### src/rtl/water_pkg.sv
// ============================================================================
// Module : water_pkg
// Brief  : Shared types and default constants for the drink reminder block.
// Rev    : 1.0 - initial release
// ============================================================================
`default_nettype none

package water_pkg;

  typedef enum logic {WATCH, ALERT} reminder_state_t;

  localparam int DEF_INTERVAL = 1800;
  localparam int DEF_GOAL     = 2;

endpackage

`default_nettype wire

### src/rtl/drink_reminder_if.sv
// ============================================================================
// Module : drink_reminder_if
// Brief  : Tick/intake/ack inputs and alert/status outputs of drink_reminder.
// Rev    : 1.0 - initial release
// ============================================================================
`default_nettype none

interface drink_reminder_if #(
  parameter int WIDTH = 6,
  parameter int TW    = 11
);

  logic             tick;
  logic [WIDTH-1:0] water_drunk;
  logic             ack;
  logic             alert;
  logic [WIDTH-1:0] drunk_window;
  logic [TW-1:0]    time_left;

  modport master (
    output tick, water_drunk, ack,
    input  alert, drunk_window, time_left
  );

  modport slave (
    input  tick, water_drunk, ack,
    output alert, drunk_window, time_left
  );

endinterface

`default_nettype wire

### src/rtl/drink_reminder_interval_timer.sv
// ============================================================================
// Module : interval_timer
// Brief  : Reloadable down-counter; stops at 1 and flags window end on en.
// Rev    : 1.0 - initial release
// ============================================================================
`default_nettype none

module interval_timer #(
  parameter int INTERVAL = 1800,
  parameter int TW       = $clog2(INTERVAL + 1)
) (
  input  wire logic          clk,
  input  wire logic          reset,
  input  wire logic          load,
  input  wire logic          en,
  input  wire logic          hold,
  output logic      [TW-1:0] count,
  output logic               done
);

  localparam logic [TW-1:0] C_RELOAD = TW'(INTERVAL);
  localparam logic [TW-1:0] C_ONE    = TW'(1);

  logic [TW-1:0] count_q;
  logic [TW-1:0] count_d;

  always_ff @(posedge clk or posedge reset) begin
    if (reset) begin
      count_q <= C_RELOAD;
    end else begin
      count_q <= count_d;
    end
  end

  // Load wins over everything so a tick on the reload cycle is swallowed.
  always_comb begin
    count_d = count_q;
    if (load) begin
      count_d = C_RELOAD;
    end else if (!hold && en && (count_q > C_ONE)) begin
      count_d = count_q - C_ONE;
    end
  end

  assign count = count_q;
  assign done  = en && (count_q == C_ONE);

endmodule

`default_nettype wire

### src/rtl/drink_reminder.sv
// ============================================================================
// Module : drink_reminder
// Brief  : Per-window intake check with registered reminder alert.
//          Optional REMINDER_BLINK_EN: alert toggles on each tick in ALERT.
// Rev    : 1.0 - initial release
// ============================================================================
`default_nettype none

module drink_reminder
  import water_pkg::*;
#(
  parameter int WIDTH    = 6,
  parameter int INTERVAL = DEF_INTERVAL,
  parameter int GOAL     = DEF_GOAL,
  parameter int TW       = $clog2(INTERVAL + 1)
) (
  input wire logic         clk,
  input wire logic         reset,
  drink_reminder_if.slave  bus
);

  localparam logic [WIDTH-1:0] C_GOAL = WIDTH'(GOAL);

  reminder_state_t  state_q, state_d;
  logic             alert_q, alert_d;
  logic [WIDTH-1:0] baseline_q, baseline_d;
  logic [WIDTH-1:0] delta;
  logic             goal_met;
  logic             timer_load;
  logic             timer_hold;
  logic             timer_done;
  logic [TW-1:0]    timer_count;

  // Modular subtraction absorbs a single upstream counter wrap per window.
  assign delta    = bus.water_drunk - baseline_q;
  assign goal_met = (delta >= C_GOAL);

  interval_timer #(
    .INTERVAL (INTERVAL),
    .TW       (TW)
  ) u_timer (
    .clk   (clk),
    .reset (reset),
    .load  (timer_load),
    .en    (bus.tick),
    .hold  (timer_hold),
    .count (timer_count),
    .done  (timer_done)
  );

  always_ff @(posedge clk or posedge reset) begin
    if (reset) begin
      state_q    <= WATCH;
      alert_q    <= 1'b0;
      baseline_q <= '0;
    end else begin
      state_q    <= state_d;
      alert_q    <= alert_d;
      baseline_q <= baseline_d;
    end
  end

  always_comb begin
    state_d    = state_q;
    alert_d    = alert_q;
    baseline_d = baseline_q;
    timer_load = 1'b0;
    timer_hold = 1'b0;
    unique case (state_q)
      WATCH: begin
        if (timer_done) begin
          if (goal_met) begin
            timer_load = 1'b1;
            baseline_d = bus.water_drunk;
          end else begin
            state_d = ALERT;
            alert_d = 1'b1;
          end
        end
      end
      ALERT: begin
        timer_hold = 1'b1;
        if (bus.ack || goal_met) begin
          state_d    = WATCH;
          alert_d    = 1'b0;
          timer_load = 1'b1;
          baseline_d = bus.water_drunk;
        end else begin
`ifdef REMINDER_BLINK_EN
          if (bus.tick) begin
            alert_d = ~alert_q;
          end
`else
          alert_d = 1'b1;
`endif
        end
      end
      default: begin
        state_d = WATCH;
        alert_d = 1'b0;
      end
    endcase
  end

  assign bus.alert        = alert_q;
  assign bus.drunk_window = delta;
  assign bus.time_left    = timer_count;

endmodule

`default_nettype wire

### src/flat_wrapper.sv
// flat-port wrapper written by rule: the top's interface ports become plain ports
module drink_reminder_flat import water_pkg::*;
#(
  parameter int WIDTH    = 6,
  parameter int INTERVAL = DEF_INTERVAL,
  parameter int GOAL     = DEF_GOAL,
  parameter int TW       = $clog2(INTERVAL + 1)
)
  (clk, reset, bus_tick, bus_water_drunk, bus_ack, bus_alert, bus_drunk_window, bus_time_left);
  drink_reminder_if #(.WIDTH(WIDTH), .TW(TW)) bus_i ();
  input wire logic clk;
  input wire logic reset;
  input wire logic [$bits(bus_i.tick)-1:0] bus_tick;
  input wire logic [$bits(bus_i.water_drunk)-1:0] bus_water_drunk;
  input wire logic [$bits(bus_i.ack)-1:0] bus_ack;
  output wire logic [$bits(bus_i.alert)-1:0] bus_alert;
  output wire logic [$bits(bus_i.drunk_window)-1:0] bus_drunk_window;
  output wire logic [$bits(bus_i.time_left)-1:0] bus_time_left;
  assign bus_i.tick = bus_tick;
  assign bus_i.water_drunk = bus_water_drunk;
  assign bus_i.ack = bus_ack;
  assign bus_alert = bus_i.alert;
  assign bus_drunk_window = bus_i.drunk_window;
  assign bus_time_left = bus_i.time_left;
  drink_reminder #(.WIDTH(WIDTH), .INTERVAL(INTERVAL), .GOAL(GOAL), .TW(TW)) u_core (.clk(clk), .reset(reset), .bus(bus_i));
endmodule
### config.mk
export PLATFORM = sky130hd
export DESIGN_NAME = drink_reminder_flat
export DESIGN_NICKNAME = d
export VERILOG_FILES = /design/src/rtl/water_pkg.sv /design/src/rtl/drink_reminder_if.sv /design/src/rtl/drink_reminder_interval_timer.sv /design/src/rtl/drink_reminder.sv /design/src/flat_wrapper.sv
export SDC_FILE = /design/constraint.sdc
export NUM_CORES = 1
export LEC_CHECK = 0
export CORE_MARGIN = 3
export CORE_UTILIZATION = 44
export DETAILED_ROUTE_END_ITERATION = 6
export PLACE_DENSITY = 0.75
export SLEW_MARGIN = 15
export SYNTH_ARGS = -nofsm -noshare
export SYNTH_HDL_FRONTEND = slang
export SYNTH_SLANG_ARGS = --single-unit
### constraint.sdc
create_clock -name clk -period 2.5 [get_ports clk]
set_clock_uncertainty 0.15 [all_clocks]
set_input_delay 0.25 -clock clk [delete_from_list [all_inputs] [get_ports clk]]
set_output_delay 0.25 -clock clk [all_outputs]
set_load 0.05 [all_outputs]
Word-level counts from Yosys, hierarchy flattened

Index checks and enable logic that the tools add are counted.

Add/sub/neg operators: 2
Magnitude comparators: 2
Equality and inequality tests: 5
Muxes and demuxes: 18
Bitwise gates (word level): 1
Reduce and logical (&&, ||, !) cells: 8

Operators by type and width:

| kind                    | count |
|---|---|
| $mux W11                | 2 |
| $mux W6                 | 3 |
| $pmux W6 S2             | 1 |
| $eq A11 B1 Y1 const B   | 1 |
| $gt A11 B1 Y1 const B   | 1 |
| $sub A11 B1 Y11 const B | 1 |
| $mux W1                 | 9 |
| $ge A6 B2 Y1 const B    | 1 |
| $pmux W1 S2             | 3 |
| $sub A6 B6 Y6           | 1 |
| $ne A2 B1 Y1 const B    | 2 |
| $ne A2 B2 Y1 const B    | 2 |
| $logic_and A1 B1 Y1     | 3 |
| $reduce_and A3 Y1       | 1 |
| $reduce_and A2 Y1       | 1 |
| $reduce_bool A2 Y1      | 1 |
| $logic_not A1 Y1        | 1 |
| $logic_or A1 B1 Y1      | 1 |
| $not A1 Y1              | 1 |

Flip-flop bits (word level): 19
Input port bits: 10
Output and inout port bits: 18

Longest topological paths before layout

Gate-level depths: netlist of the first run.

Depth after elaboration: 6
Gate-level depth with buffers: 11
Gate-level depth less buffers: 10

Hierarchy

From an unflattened synthesis of the first run, not the netlist that was laid out.

Cell total of the unflattened synthesis: 127
Area, all modules: 1276.2 um2

Modules (own cells, without submodules):

| module         | instances | cells each | area each (um2) | seq. area each (um2) |
|---|---|---|---|---|
| interval_timer | 1         | 70         | 679.4           | 280.3 |
| drink_reminder | 1         | 57         | 596.8           | 200.2 |

Least setup slack after synthesis of the first run

Ideal clock, no wire load.

Path type: flip-flop to flip-flop
From: register u_core.baseline_q[0]
To: register u_core.baseline_q[0]
Library setup time: 0.125 ns
Arrival time: 2.790 ns
Path slack: -0.564 ns
Stages on the path, launching flop included: 10
Clock period less this slack: 3.064 ns
Cells stage by stage: dfrtp_1 -> ha_1 -> inv_1 -> fa_1 -> xor2_1 -> nor3b_1 -> mux2i_1 -> nor4_1 -> a21oi_2 -> mux2_2

Cells in the longest elaborated chain, start to end: 5
Elaborated cells between the ends (all ways): 6

RTL lines:

| element                                | RTL line             | text |
|---|---|---|
| start: declaration                     | drink_reminder.sv:26 | `logic [WIDTH-1:0] baseline_q, baseline_d;` |
| start signal: assignment               | drink_reminder.sv:59 | `baseline_q <= baseline_d;` |
| $sub A6 B6 Y6 (*)                      | drink_reminder.sv:35 | `assign delta = bus.water_drunk - baseline_q;` |
| net bus_drunk_window[2]                | flat_wrapper.sv:17   | `output wire logic [$bits(bus_i.drunk_window)-1:0] bus_drunk_window;` |
| $ge A6 B2 Y1 (*)                       | drink_reminder.sv:36 | `assign goal_met = (delta >= C_GOAL);` |
| $logic_or A1 B1 Y1                     | drink_reminder.sv:83 | `if (bus.ack \|\| goal_met) begin` |
| $ne A2 B2 Y1 (no source line)          | n/a                  |  |
| $reduce_and A3 Y1 (no source line) (*) | n/a                  |  |

The timed path passes the listed nets; every way through them passes the cells marked *.
A chain may end at the register's enable or synchronous reset.

Final worst setup path of the first run

From: register u_core.baseline_q[0]
To: register u_core.baseline_q[4]

Cells in the longest elaborated chain, start to end: 5
Elaborated cells between the ends (all ways): 6

RTL lines:

| element                                | RTL line |
|---|---|
| $sub A6 B6 Y6 (*)                      | drink_reminder.sv:35 |
| $ge A6 B2 Y1 (*)                       | drink_reminder.sv:36 |
| $logic_or A1 B1 Y1                     | drink_reminder.sv:83 |
| $ne A2 B2 Y1 (no source line)          | n/a |
| $reduce_and A3 Y1 (no source line) (*) | n/a |

Mark *: on every way between the ends. The rest lies on a longest branch, timed or not.

==> results by group, run 1 <==
Critical path
  – Critical path, cell by cell: ha_2 -> inv_2 -> fa_2 -> a21o_1 -> a21oi_4 -> xnor2_4 -> nor4_4 -> buf_4 -> a21oi_4 -> mux2_2
  – CP dominant cell by count: a21oi_4
  – Crit Path Class: reg2reg
  – Required time worst endpoint: about 2.5 ns
  – Worst endpoint data arrival time: between 2 and 3 ns
  – Max stage delay on crit path: between 0.3 and 0.4 ns
  – Max Fanout on Critical Path: 4
  – CP max stage cell: fa_2
  – Crit path capture type: flop
  – Setup crit start kind: flop

Yosys
  – Post-synth top area share: between 30% and 40%
  – Largest cells by area after synthesis: dfrtp_1, dfstp_2, ha_1
  – Net Count, Synth: between 100 and 150
  – Synth cell types: between 40 and 50
  – Cell with the most instances after synthesis: dfrtp_1
  – Syn Inst Count: 119
  – Syn_area_per_cell: 10.0 µm²
  – Register area share after synthesis: 40.3%
  – Biggest area consumer among synthesized cells: dfrtp_1
  – Asr flop ratio synth: 100%
  – Ys Warns: 0
  – Mapped Area: around 1200 µm²
  – Post-synth top flop: dfrtp_1
  – Commonest cells in the netlist: dfrtp_1, inv_1, nor2_1
  – Post-synth EDFFs: 0
  – Register bit count reported by yosys: 19

Floorplanning
  – DIE HEIGHT: between 50 and 60 µm
  – Die W: between 50 and 60 µm
  – Die area: 3370 µm²
  – I/O Pins: 28
  – Core ar.: 2520 µm²
  – Cell Rows: 18
  – Initial Util: around 47%

Layout
  – Diodes inserted: 0
  – Final instance area: between 1500 and 2000 µm²
  – Fill cells: 172
  – Layout net count: 189
  – Synth-to-Final Area Change: 61.3%
  – Share of layout cells above drive strength 1: ~43%

Placed design
  – I/O Buffers: 27
  – Place WS: -0.448 ns
  – Hpwl dp: between 2000 and 2500 µm
  – DP Area: approximately 1700 µm²
  – Placer Congestion: 0.749

GRT
  – GR peak layer: met2
  – Initial antenna violation count: 0
  – Grt met3 use: between 2 and 2.5%
  – Gr usage total: between 15 and 20%
  – Grt met2 use: ~33%
  – Largest net degree at the start of global routing: 20
  – First-pass GRT wire length: roughly 4600 µm
  – Number of global-route vias before repair: 1,089
  – Remaining Overflow, GRT: 0
  – GR Util met1: approximately 20%

CTS
  – Clock latency on the worst-skew pair: between 0.2 and 0.3 ns
  – Cts bufs inserted: 3
  – Max clock buf depth: 2
  – Hold_buf cts: 0
  – CTS tree: built
  – CTS root buffer: clkbuf_4
  – CTS Sinks: 19
  – CTS clk-pin slew, worst paths: roughly 0.10 ns
  – H-tree levels: 1

Route
  – Via density: about 5.4
  – Total number of vias: 1,084
  – Final antenna-violating net count: 0
  – Pre-antenna DRT Iters: 4
  – WL final: just under 3000 µm
  – Post-DR wirelength/cell: between 10 and 15 µm
  – Remaining DRCs: 0
  – Drt initial violations: 25

Power and ir drop
  – Pwr per Cell Area: ~1100 nW/µm²
  – Leakage: about 0.80 nW
  – Clock power share: under 10%
  – Switch Pwr: 0.00102 W
  – Power, Total: 0.00210 W
  – Worst vdd ir: roughly 0.85 mV
  – Internal power: approximately 0.0011 W
  – Register share of total power: between 20% and 30%
  – Combinational share of power: roughly 67%
  – Sw frac: between 40% and 50%

Timing
  – Final Hold Viols: 0
  – Setup violations, final: 9
  – Setup repair after global routing missed its margin: true
  – Peak Freq: 385 MHz
  – Slew margin rel.: about half
  – Final WS setup: -0.0992 ns
  – Tcrit/Tclk final: 104%
  – Tightest Pin Transition: approximately 0.72 ns
  – Final Max Slew Viols: 0
  – Tmin final: 2.60 ns

Outcome
  – Failing checks: setup timing
  – Outcome: finished, violations left

Run
  – Max-cap check violation count: 0

Min path
  – Hold Crit Class: in2reg
[sequential cells by signal, summed over array words and instances (netlist names)]
signal,count
u_core.state_q,1
u_core.baseline_q,6
u_core.u_timer.count,11
u_core.bus.alert,1
[final cells by class]
type	count	area [µm²]	share of cell area [%]
clock buffer	4	26.3	1.37
inverter	12	45.0	2.34
multi-input combinational	87	847	44.0
sequential	19	485	25.2
tap	30	37.5	1.95
timing repair buffer	48	482	25.0
[critical path: cells and delay by family, from the launching register on]
kind            cells  cell delay, ns
xor+xnor            1            0.11
buf+inv             2            0.24
mux                 1            0.28
simple gates        1            0.31
compound gates      3            0.45
flops               1            0.38
fa+ha+maj           2            0.58
[stage by stage]
stage | util (%) | TNS, ns | hold WS [ns] | std cells
floorplan | - | -0.212 | 0.0479 | 119
global placement | 69.2 | -5.62 | 0.310 | 192
detailed placement | 69.2 | -6.99 | 0.321 | 192
CTS | 72.1 | -0.268 | 0.192 | 198
global route | 76.2 | -2.18 | 0.206 | 200
finish | 76.2 | -0.445 | 0.196 | 200
[final timing paths]
check	from	end	slack [ns]	cells after the start
setup / recovery	u_core.baseline_q[0]$_DFFE_PP0P_	u_core.baseline_q[4]$_DFFE_PP0P_	-0.1	10
hold / removal	bus_water_drunk[0]	u_core.baseline_q[0]$_DFFE_PP0P_	0.20	2
setup reg to reg	u_core.baseline_q[0]$_DFFE_PP0P_	u_core.baseline_q[4]$_DFFE_PP0P_	-0.1	10
hold reg to reg	u_core.bus.alert$_DFFE_PP0P_	u_core.bus.alert$_DFFE_PP0P_	0.34	1
max in group asynchronous	reset	u_core.u_timer.count[5]$_DFFE_PP0P_	1.49	2
min in group asynchronous	reset	u_core.u_timer.count[6]$_DFFE_PP0P_	0.22	2
[cells in the final DEF (no fill, tap or decap), drive strengths merged, types with 2 or more instances in the layout]
cell           count
buf               27
a211oi             2
or3                3
inv               12
dfstp              4
a21o               3
nand3              2
xor2               5
ha                 7
dfrtp             15
a21oi              4
nand2b             2
nor3               5
or2                2
clkdlybuf4s50     20
or4                2
mux2               6
clkbuf             4
o21ai              3
xnor2              6
nor4               3
nor2              11
nand2              6
[power groups by stage]
| stage | clock [W] | combinational [W] | sequential [W] |
|---|---|---|---|
| after floorplan | 0 | 0.000502 | 0.000854 |
| after global placement | 0 | 0.00126 | 0.000539 |
| after detailed placement | 0 | 0.00128 | 0.000544 |
| after CTS | 0.000159 | 0.00132 | 0.000541 |
| after global routing | 0.000171 | 0.00148 | 0.000565 |
| final | 0.000151 | 0.00140 | 0.000548 |
[cells by family after synthesis]
| kind of cell | Yosys count | synth area share [%] |
|---|---|---|
| fa+ha+maj | 8 | 9.02 |
| mux | 7 | 6.51 |
| simple gates | 41 | 19.6 |
| xor+xnor | 11 | 8.08 |
| compound gates | 19 | 11.3 |
| flops | 19 | 40.3 |
| buf+inv | 14 | 5.14 |
[repair_timing]
action / CTS / global route
setup buffers: 1 / 3
cloned: 1 / 0
pin swaps: 1 / 5
setup endpoints to repair: 19 / 22
resized for setup: 10 / 17
[layer usage]
metal  vias up  part of all wire, %
li1        520                    -
met1       530                   41
met2        26                   53
met3         8                  3.7
met4         0                  2.4
met5         -                    0
(Power assumes the default switching activity.)
==> run 2: changes to the inputs <==
--- a/config.mk
+++ b/config.mk
@@ -8,7 +8,7 @@
 export CORE_MARGIN = 3
 export CORE_UTILIZATION = 44
 export DETAILED_ROUTE_END_ITERATION = 6
-export PLACE_DENSITY = 0.75
+export PLACE_DENSITY = 0.77
 export SLEW_MARGIN = 15
 export SYNTH_ARGS = -nofsm -noshare
 export SYNTH_HDL_FRONTEND = slang
==> run 2 against run 1 <==
The run still ends with setup timing left. Global-route usage up 0.75 points. Final area down 1.6%. Sequential share of layout area up 0.40 points. Clock power about the same. Non-clock buffer count down 2. Worst hold slack worse by 0.0079 ns. Setup slack worse by 0.040 ns. Critical path depth unchanged. Via count down 1.7%. Critical endpoint is now u_core.u_timer.count[8]$_DFFE_PP1P_.
==> results by group, run 2 (synthesis results as in run 1) <==
Timing
  – Slew margin rel.: 52.4% (+0.52 points)
  – Final Hold Viols: 0 (unchanged)
  – Sum of negative setup slack: -1.22 ns (-0.772 ns)
  – Setup repair after global routing missed its margin: true
  – Final Max Slew Viols: 0 (unchanged)
  – Final WS setup: -0.139 ns (-0.0398 ns)
  – Setup violations, final: 16 (+7)
  – Peak Freq: 379 MHz (-1.5%)
  – Tmin final: 2.64 ns (+0.0398 ns)
  – Worst hold slack: 0.188 ns (-0.00789 ns)
  – Tcrit/Tclk final: 106% (+1.6 points)
  – Tightest Pin Transition: 0.713 ns (-0.00778 ns)

Route
  – Met2 Routed Length: 1750 µm (+13%)
  – Pre-antenna DRT Iters: 4 (unchanged)
  – Final antenna-violating net count: 0 (unchanged)
  – Highest Signal Layer: met4
  – Routed length on met3: 82 µm (-24%)
  – M1 WL: 1140 µm (-5.6%)
  – Remaining DRCs: 0 (unchanged)
  – WL final: 3040 µm (+3.5%)
  – Total number of vias: 1,066 (-1.7%)
  – Post-DR wirelength/cell: 15.3 µm (+4.6%)
  – Via density: 5.38 (-0.67%)
  – Drt initial violations: 27 (+8.0%)

Min path
  – Hold Crit Class: in2reg
  – Hold path startpoint: bus_water_drunk[1]
  – Hold path endpoint: u_core.baseline_q[1]$_DFFE_PP0P_
  – Worst Hold Depth: 2 (unchanged)

Floorplanning
  – DIE HEIGHT: 58.1 µm (unchanged)
  – Cell Rows: 18 (unchanged)
  – Core ar.: 2520 µm² (unchanged)
  – I/O Pins: 28 (unchanged)
  – Die W: 58.1 µm (unchanged)
  – Die area: 3370 µm² (unchanged)
  – Initial Util: 47.3% (unchanged)

Critical path
  – Worst path bufs/invs: 3 (+1)
  – Worst endpoint data arrival time: 2.71 ns (+0.08 ns)
  – FF-to-FF Start: u_core.baseline_q[0]$_DFFE_PP0P_
  – Max stage delay on crit path: 0.44 ns (+0.05 ns)
  – R2R Setup Slk: -0.12 ns (-0.02 ns)
  – Critical path's top delay family: simple AND/OR/NAND/NOR gates
  – Critical path, cell by cell: clkdlybuf4s50_1 -> ha_1 -> buf_4 -> xor2_4 -> nor3b_2 -> mux2i_2 -> nor4_4 -> buf_4 -> a21oi_4 -> or3_1
  – Required time worst endpoint: 2.57 ns (+0.04 ns)
  – Crit path capture type: flop
  – Reg2Reg Depth: 10 (unchanged)
  – Setup crit start kind: primary input
  – CP max stage cell: clkdlybuf4s50_1
  – CP dominant cell by count: buf_4
  – Reg-to-reg endpoint: u_core.u_timer.count[8]$_DFFE_PP1P_
  – Max Fanout on Critical Path: 5 (+1)
  – Crit Path Class: in2reg

Placed design
  – DP Area: 1720 µm² (-1.3%)
  – Hpwl dp: 2130 µm (+1.8%)
  – I/O Buffers: 27 (unchanged)
  – Placer Congestion: 0.795 (+6.2%)
  – Placed Cells incl. Taps: 189 (-1.6%)

Layout
  – Fill cells: 186 (+8.1%)
  – Post-Layout Cell Count: 198 (-1.0%)
  – Final instance area: 1890 µm² (-1.6%)
  – Most frequent cells in the layout: clkdlybuf4s50_1, buf_4, inv_1, dfrtp_1, nor2_1
  – Max reg flops: 11 (unchanged)
  – Synth-to-Final Area Change: 58.8%
  – Commonest non-fill, non-tap cell in the layout: clkdlybuf4s50_1
  – Share of layout cells above drive strength 1: 40.5% (-2.5 points)
  – Diodes inserted: 0 (unchanged)
  – Layout net count: 187 (-1.1%)

GRT
  – Largest net degree at the start of global routing: 20 (unchanged)
  – Gr usage total: 18.4% (+0.75 points)
  – Initial antenna violation count: 0 (unchanged)
  – Remaining Overflow, GRT: 0 (unchanged)
  – First-pass GRT wire length: 4790 µm (+4.5%)
  – Number of global-route vias before repair: 1,075 (-1.3%)

Power and ir drop
  – Worst vdd ir: 0.954 mV (+12%)
  – Leakage: 0.800 nW (-0.63%)
  – Pwr per Cell Area: 1110 nW/µm² (+1.9%)

CTS
  – Max clock buf depth: 2 (unchanged)
  – Clock latency on the worst-skew pair: 0.29 ns (about the same)
  – CTS Sinks: 19 (unchanged)
  – CTS tree: built
  – H-tree levels: 1 (unchanged)
  – Hold_buf cts: 0 (unchanged)
  – CTS clk-pin slew, worst paths: 0.10 ns (about the same)
  – CTS root buffer: clkbuf_4
  – Cts bufs inserted: 3 (unchanged)

Outcome
  – Outcome: finished, violations left
  – Failing checks: setup timing

Run
  – Max-cap check violation count: 0 (unchanged)
==> run 2: cell count changes in the layout (fill, tap and decap cells not counted), sizes merged <==
| cell | previous run | this run |
|---|---|---|
| buf | 27 | 25 |
| clkdlybuf4s50 | 20 | 19 |
| dlymetal6s2s | 0 | 1 |
==> run 2: timing repair <==
| action | CTS | global route |
|---|---|---|
| endpoints found under the setup margin | 15 | 20 |
| hold endpoints to repair | 0 | 0 |
| buffers inserted | 2 | 3 |
| resized for setup | 10 | 18 |
| pin swaps | 2 | 13 |
| gates cloned | 1 | 0 |
==> run 2: area by class of cell <==
cell class                 instances  area [µm²]  share of cell area [%]
timing repair buffer              46         477                    25.2
tap                               30        37.5                    1.98
inverter                          12        45.0                    2.38
multi-input combinational         87         822                    43.4
sequential                        19         485                    25.6
clock buffer                       4        26.3                    1.39
==> run 2: metrics by stage <==
step	total power, W	worst slack, ns	utilization, %
after floorplan	0.00136	-0.0328	-
after global placement	0.00181	-0.367	68.3
after detailed placement	0.00185	-0.425	68.3
after CTS	0.00203	-0.0549	71.4
after global routing	0.00223	-0.236	75.0
final	0.00210	-0.139	75.0
==> run 2: how the worst max path moves through the flow <==
| stage | startpoint | slack, ns | endpoint | cells past startpoint |
|---|---|---|---|---|
| 3_5_place_dp | bus_water_drunk[0] | -0.43 | u_core.u_timer.count[1]$_DFFE_PP0P_ | 12 |
| 4_1_cts | u_core.baseline_q[0]$_DFFE_PP0P_ | -0.05 | u_core.u_timer.count[8]$_DFFE_PP1P_ | 9 |
| 6_report | bus_water_drunk[2] | -0.14 | u_core.u_timer.count[8]$_DFFE_PP1P_ | 10 |
| 2_1_floorplan | u_core.baseline_q[0]$_DFFE_PP0P_ | -0.03 | u_core.baseline_q[0]$_DFFE_PP0P_ | 9 |
| 3_3_place_gp | bus_water_drunk[0] | -0.37 | u_core.u_timer.count[8]$_DFFE_PP1P_ | 11 |
| 5_1_grt | bus_water_drunk[2] | -0.24 | u_core.u_timer.count[1]$_DFFE_PP0P_ | 11 |
==> run 2: power breakdown <==
part | internal [W] | switching, W
logic | 0.000596 | 0.000823
clock network | 0.0000621 | 0.0000871
registers | 0.000437 | 0.0000973
total | 0.00110 | 0.00101
==> run 2: metal layers <==
metal | global-route usage, % | vias to the layer above
met5 | 0 | -
met4 | 7.95 | 0
met3 | 1.78 | 7
met2 | 34.0 | 26
met1 | 21.2 | 520
li1 | - | 513
==> run 3: changes to the inputs <==
--- a/config.mk
+++ b/config.mk
@@ -5,7 +5,6 @@
 export SDC_FILE = /design/constraint.sdc
 export NUM_CORES = 1
 export LEC_CHECK = 0
-export CORE_MARGIN = 3
 export CORE_UTILIZATION = 44
 export DETAILED_ROUTE_END_ITERATION = 6
 export PLACE_DENSITY = 0.77
==> run 3 against run 2 <==
The flow still finishes with violations (setup timing). Count of clock-buffer cells in the layout unchanged. Largest cell class unchanged. Total power increased by 2.1%. Die area decreased by 13%. Critical endpoint is now u_core.baseline_q[0]$_DFFE_PP0P_. Maximum frequency increased by 1.5%. Worst hold slack improved by 0.0014 ns. Utilization increased by 1.1 points. Final cell count increased by 0.51%. Final area increased by 1.5%. Register-to-register slack improved by 0.02 ns. Critical path depth unchanged. Via count increased by 3.8%. Flip-flop and latch count unchanged.
==> results by group, run 3 (synthesis results as in run 1) <==
Timing
  – Slew margin rel.: 52.8% (+0.38 points)
  – Tmin final: 2.60 ns (-0.0391 ns)
  – Worst hold slack: 0.189 ns (+0.00144 ns)
  – Sum of negative setup slack: -0.837 ns (+0.380 ns)
  – Setup violations, final: 13 (-3)
  – Final WS setup: -0.0999 ns (+0.0391 ns)
  – Final Hold Viols: 0 (unchanged)
  – Final Max Slew Viols: 0 (unchanged)
  – Tightest Pin Transition: 0.707 ns (-0.00576 ns)
  – Setup repair after global routing missed its margin: true
  – Peak Freq: 385 MHz (+1.5%)
  – Tcrit/Tclk final: 104% (-1.6 points)

Power and ir drop
  – Leakage: 0.798 nW (-0.24%)
  – Internal power: 0.00112 W (+2.0%)
  – Register share of total power: 25.1% (-0.3 points)
  – Clock power share: 7.5% (+0.4 points)
  – Combinational share of power: 67.4% (about the same)
  – Power, Total: 0.00215 W (+2.1%)
  – Sw frac: 48.0% (+0.075 points)
  – Pwr per Cell Area: 1120 nW/µm² (+0.60%)
  – Switch Pwr: 0.00103 W (+2.3%)
  – Worst vdd ir: 0.924 mV (-3.1%)

Floorplanning
  – I/O Pins: 28 (unchanged)
  – Core ar.: 2520 µm² (unchanged)
  – Die area: 2920 µm² (-13%)
  – Cell Rows: 18 (unchanged)
  – Initial Util: 47.3% (unchanged)
  – Die W: 54.1 µm (-6.9%)
  – DIE HEIGHT: 54.1 µm (-6.9%)

Critical path
  – R2R Setup Slk: -0.1 ns (+0.02 ns)
  – Crit path capture type: flop
  – Max Fanout on Critical Path: 5 (unchanged)
  – Required time worst endpoint: 2.54 ns (-0.03 ns)
  – Worst endpoint data arrival time: 2.64 ns (-0.07 ns)
  – Setup crit start kind: flop
  – Crit Path Class: reg2reg

Placed design
  – DP Area: 1720 µm² (unchanged)
  – Hpwl dp: 2080 µm (-2.2%)
  – Placer Congestion: 0.797 (+0.26%)
  – I/O Buffers: 27 (unchanged)

GRT
  – First-pass GRT wire length: 4890 µm (+2.2%)
  – Number of global-route vias before repair: 1,133 (+5.4%)
  – Remaining Overflow, GRT: 0 (unchanged)
  – Gr usage total: 23.4% (+5.1 points)
  – Initial antenna violation count: 0 (unchanged)
  – Largest net degree at the start of global routing: 20 (unchanged)

CTS
  – H-tree levels: 1 (unchanged)
  – Cts bufs inserted: 3 (unchanged)
  – CTS Sinks: 19 (unchanged)
  – Max clock buf depth: 2 (unchanged)
  – CTS tree: built
  – CTS clk-pin slew, worst paths: 0.11 ns (about the same)
  – CTS root buffer: clkbuf_4
  – Clock latency on the worst-skew pair: 0.31 ns (+0.02 ns)

Layout
  – Most frequent cells in the layout: clkdlybuf4s50_1, buf_4, inv_1, dfrtp_1
  – Diodes inserted: 0 (unchanged)
  – Commonest non-fill, non-tap cell in the layout: clkdlybuf4s50_1
  – Final instance area: 1920 µm² (+1.5%)
  – Max reg flops: 11 (unchanged)
  – Share of layout cells above drive strength 1: 43.2% (+2.7 points)
  – Core Util, Final: 76.2% (+1.1 points)
  – Layout net count: 188 (+0.53%)
  – Synth-to-Final Area Change: 61.2%

Outcome
  – Failing checks: setup timing
  – Outcome: finished, violations left

Route
  – Total number of vias: 1,107 (+3.8%)
  – Post-DR wirelength/cell: 15.4 µm (+0.64%)
  – Drt initial violations: 13 (-52%)
  – Pre-antenna DRT Iters: 4 (unchanged)
  – Final antenna-violating net count: 0 (unchanged)
  – Remaining DRCs: 0 (unchanged)
  – WL final: 3070 µm (+1.2%)
  – Via density: 5.56 (+3.3%)

Min path
  – Hold Crit Class: in2async

Run
  – Max-cap check violation count: 0 (unchanged)
==> run 3: cell count changes in the layout (fill, tap and decap cells not counted), sizes merged <==
cell	previous run	this run
buf	25	26
clkdlybuf4s50	19	20
dlymetal6s2s	1	0
==> run 3: repair_timing <==
item / in CTS / in global routing
hold buffers: 0 / 0
pin swaps: 13 / 9
gates cloned: 1 / 0
endpoints found under the setup margin: 20 / 21
hold endpoints to repair: 0 / 0
setup buffers: 3 / 5
resized for setup: 23 / 10
==> run 3: worst max-delay path, stage by stage, from the launching register on <==
cell and delay, ns:
dfrtp_1 0.37, ha_2 0.19, inv_2 0.04, fa_2 0.38, a21o_1 0.21, a21oi_4 0.20
xnor2_4 0.15, nor4_4 0.06, buf_4 0.16, a21oi_4 0.25, mux2_4 0.33
==> run 3: worst paths after layout <==
path,from,to,cells after the start
min in group clk,bus_water_drunk[0],u_core.baseline_q[0]$_DFFE_PP0P_,2
min reg2reg,u_core.baseline_q[1]$_DFFE_PP0P_,u_core.baseline_q[1]$_DFFE_PP0P_,1
max,u_core.baseline_q[0]$_DFFE_PP0P_,u_core.baseline_q[0]$_DFFE_PP0P_,10
max reg2reg,u_core.baseline_q[0]$_DFFE_PP0P_,u_core.baseline_q[0]$_DFFE_PP0P_,10
min,reset,u_core.baseline_q[3]$_DFFE_PP0P_,2
max in group asynchronous,reset,u_core.u_timer.count[4]$_DFFE_PP0P_,2
==> run 3: power by group through the flow <==
stage	Sequential, W	Clock [W]	Combinational [W]
global placement	0.000532	0	0.00127
global route	0.000552	0.000164	0.00154
finish	0.000539	0.000161	0.00145
CTS	0.000536	0.000160	0.00141
floorplan	0.000854	0	0.000502
detailed placement	0.000538	0	0.00130
==> run 3: metrics by stage <==
stage,setup WS [ns],cells
finish,-0.0999,199
global route,-0.187,199
CTS,-0.134,197
detailed placement,-0.513,189
global placement,-0.368,189
floorplan,-0.0328,119
==> run 3: per-layer routing <==
| metal | up-vias | share of wire (%) | track usage [%] |
|---|---|---|---|
| li1 | 521 | - | - |
| met1 | 545 | 42 | 27.5 |
| met2 | 32 | 53 | 43.0 |
| met3 | 9 | 3.2 | 1.98 |
| met4 | 0 | 2.4 | 10.3 |
| met5 | - | 0 | 0 |
==> run 3: layout make-up <==
| type | count | area, µm² |
|---|---|---|
| clock buffer | 4 | 26.3 |
| inverter | 12 | 45.0 |
| sequential | 19 | 485 |
| multi-input combinational | 87 | 850 |
| tap | 30 | 37.5 |
| fill | 187 | 601 |
| timing repair buffer | 47 | 478 |
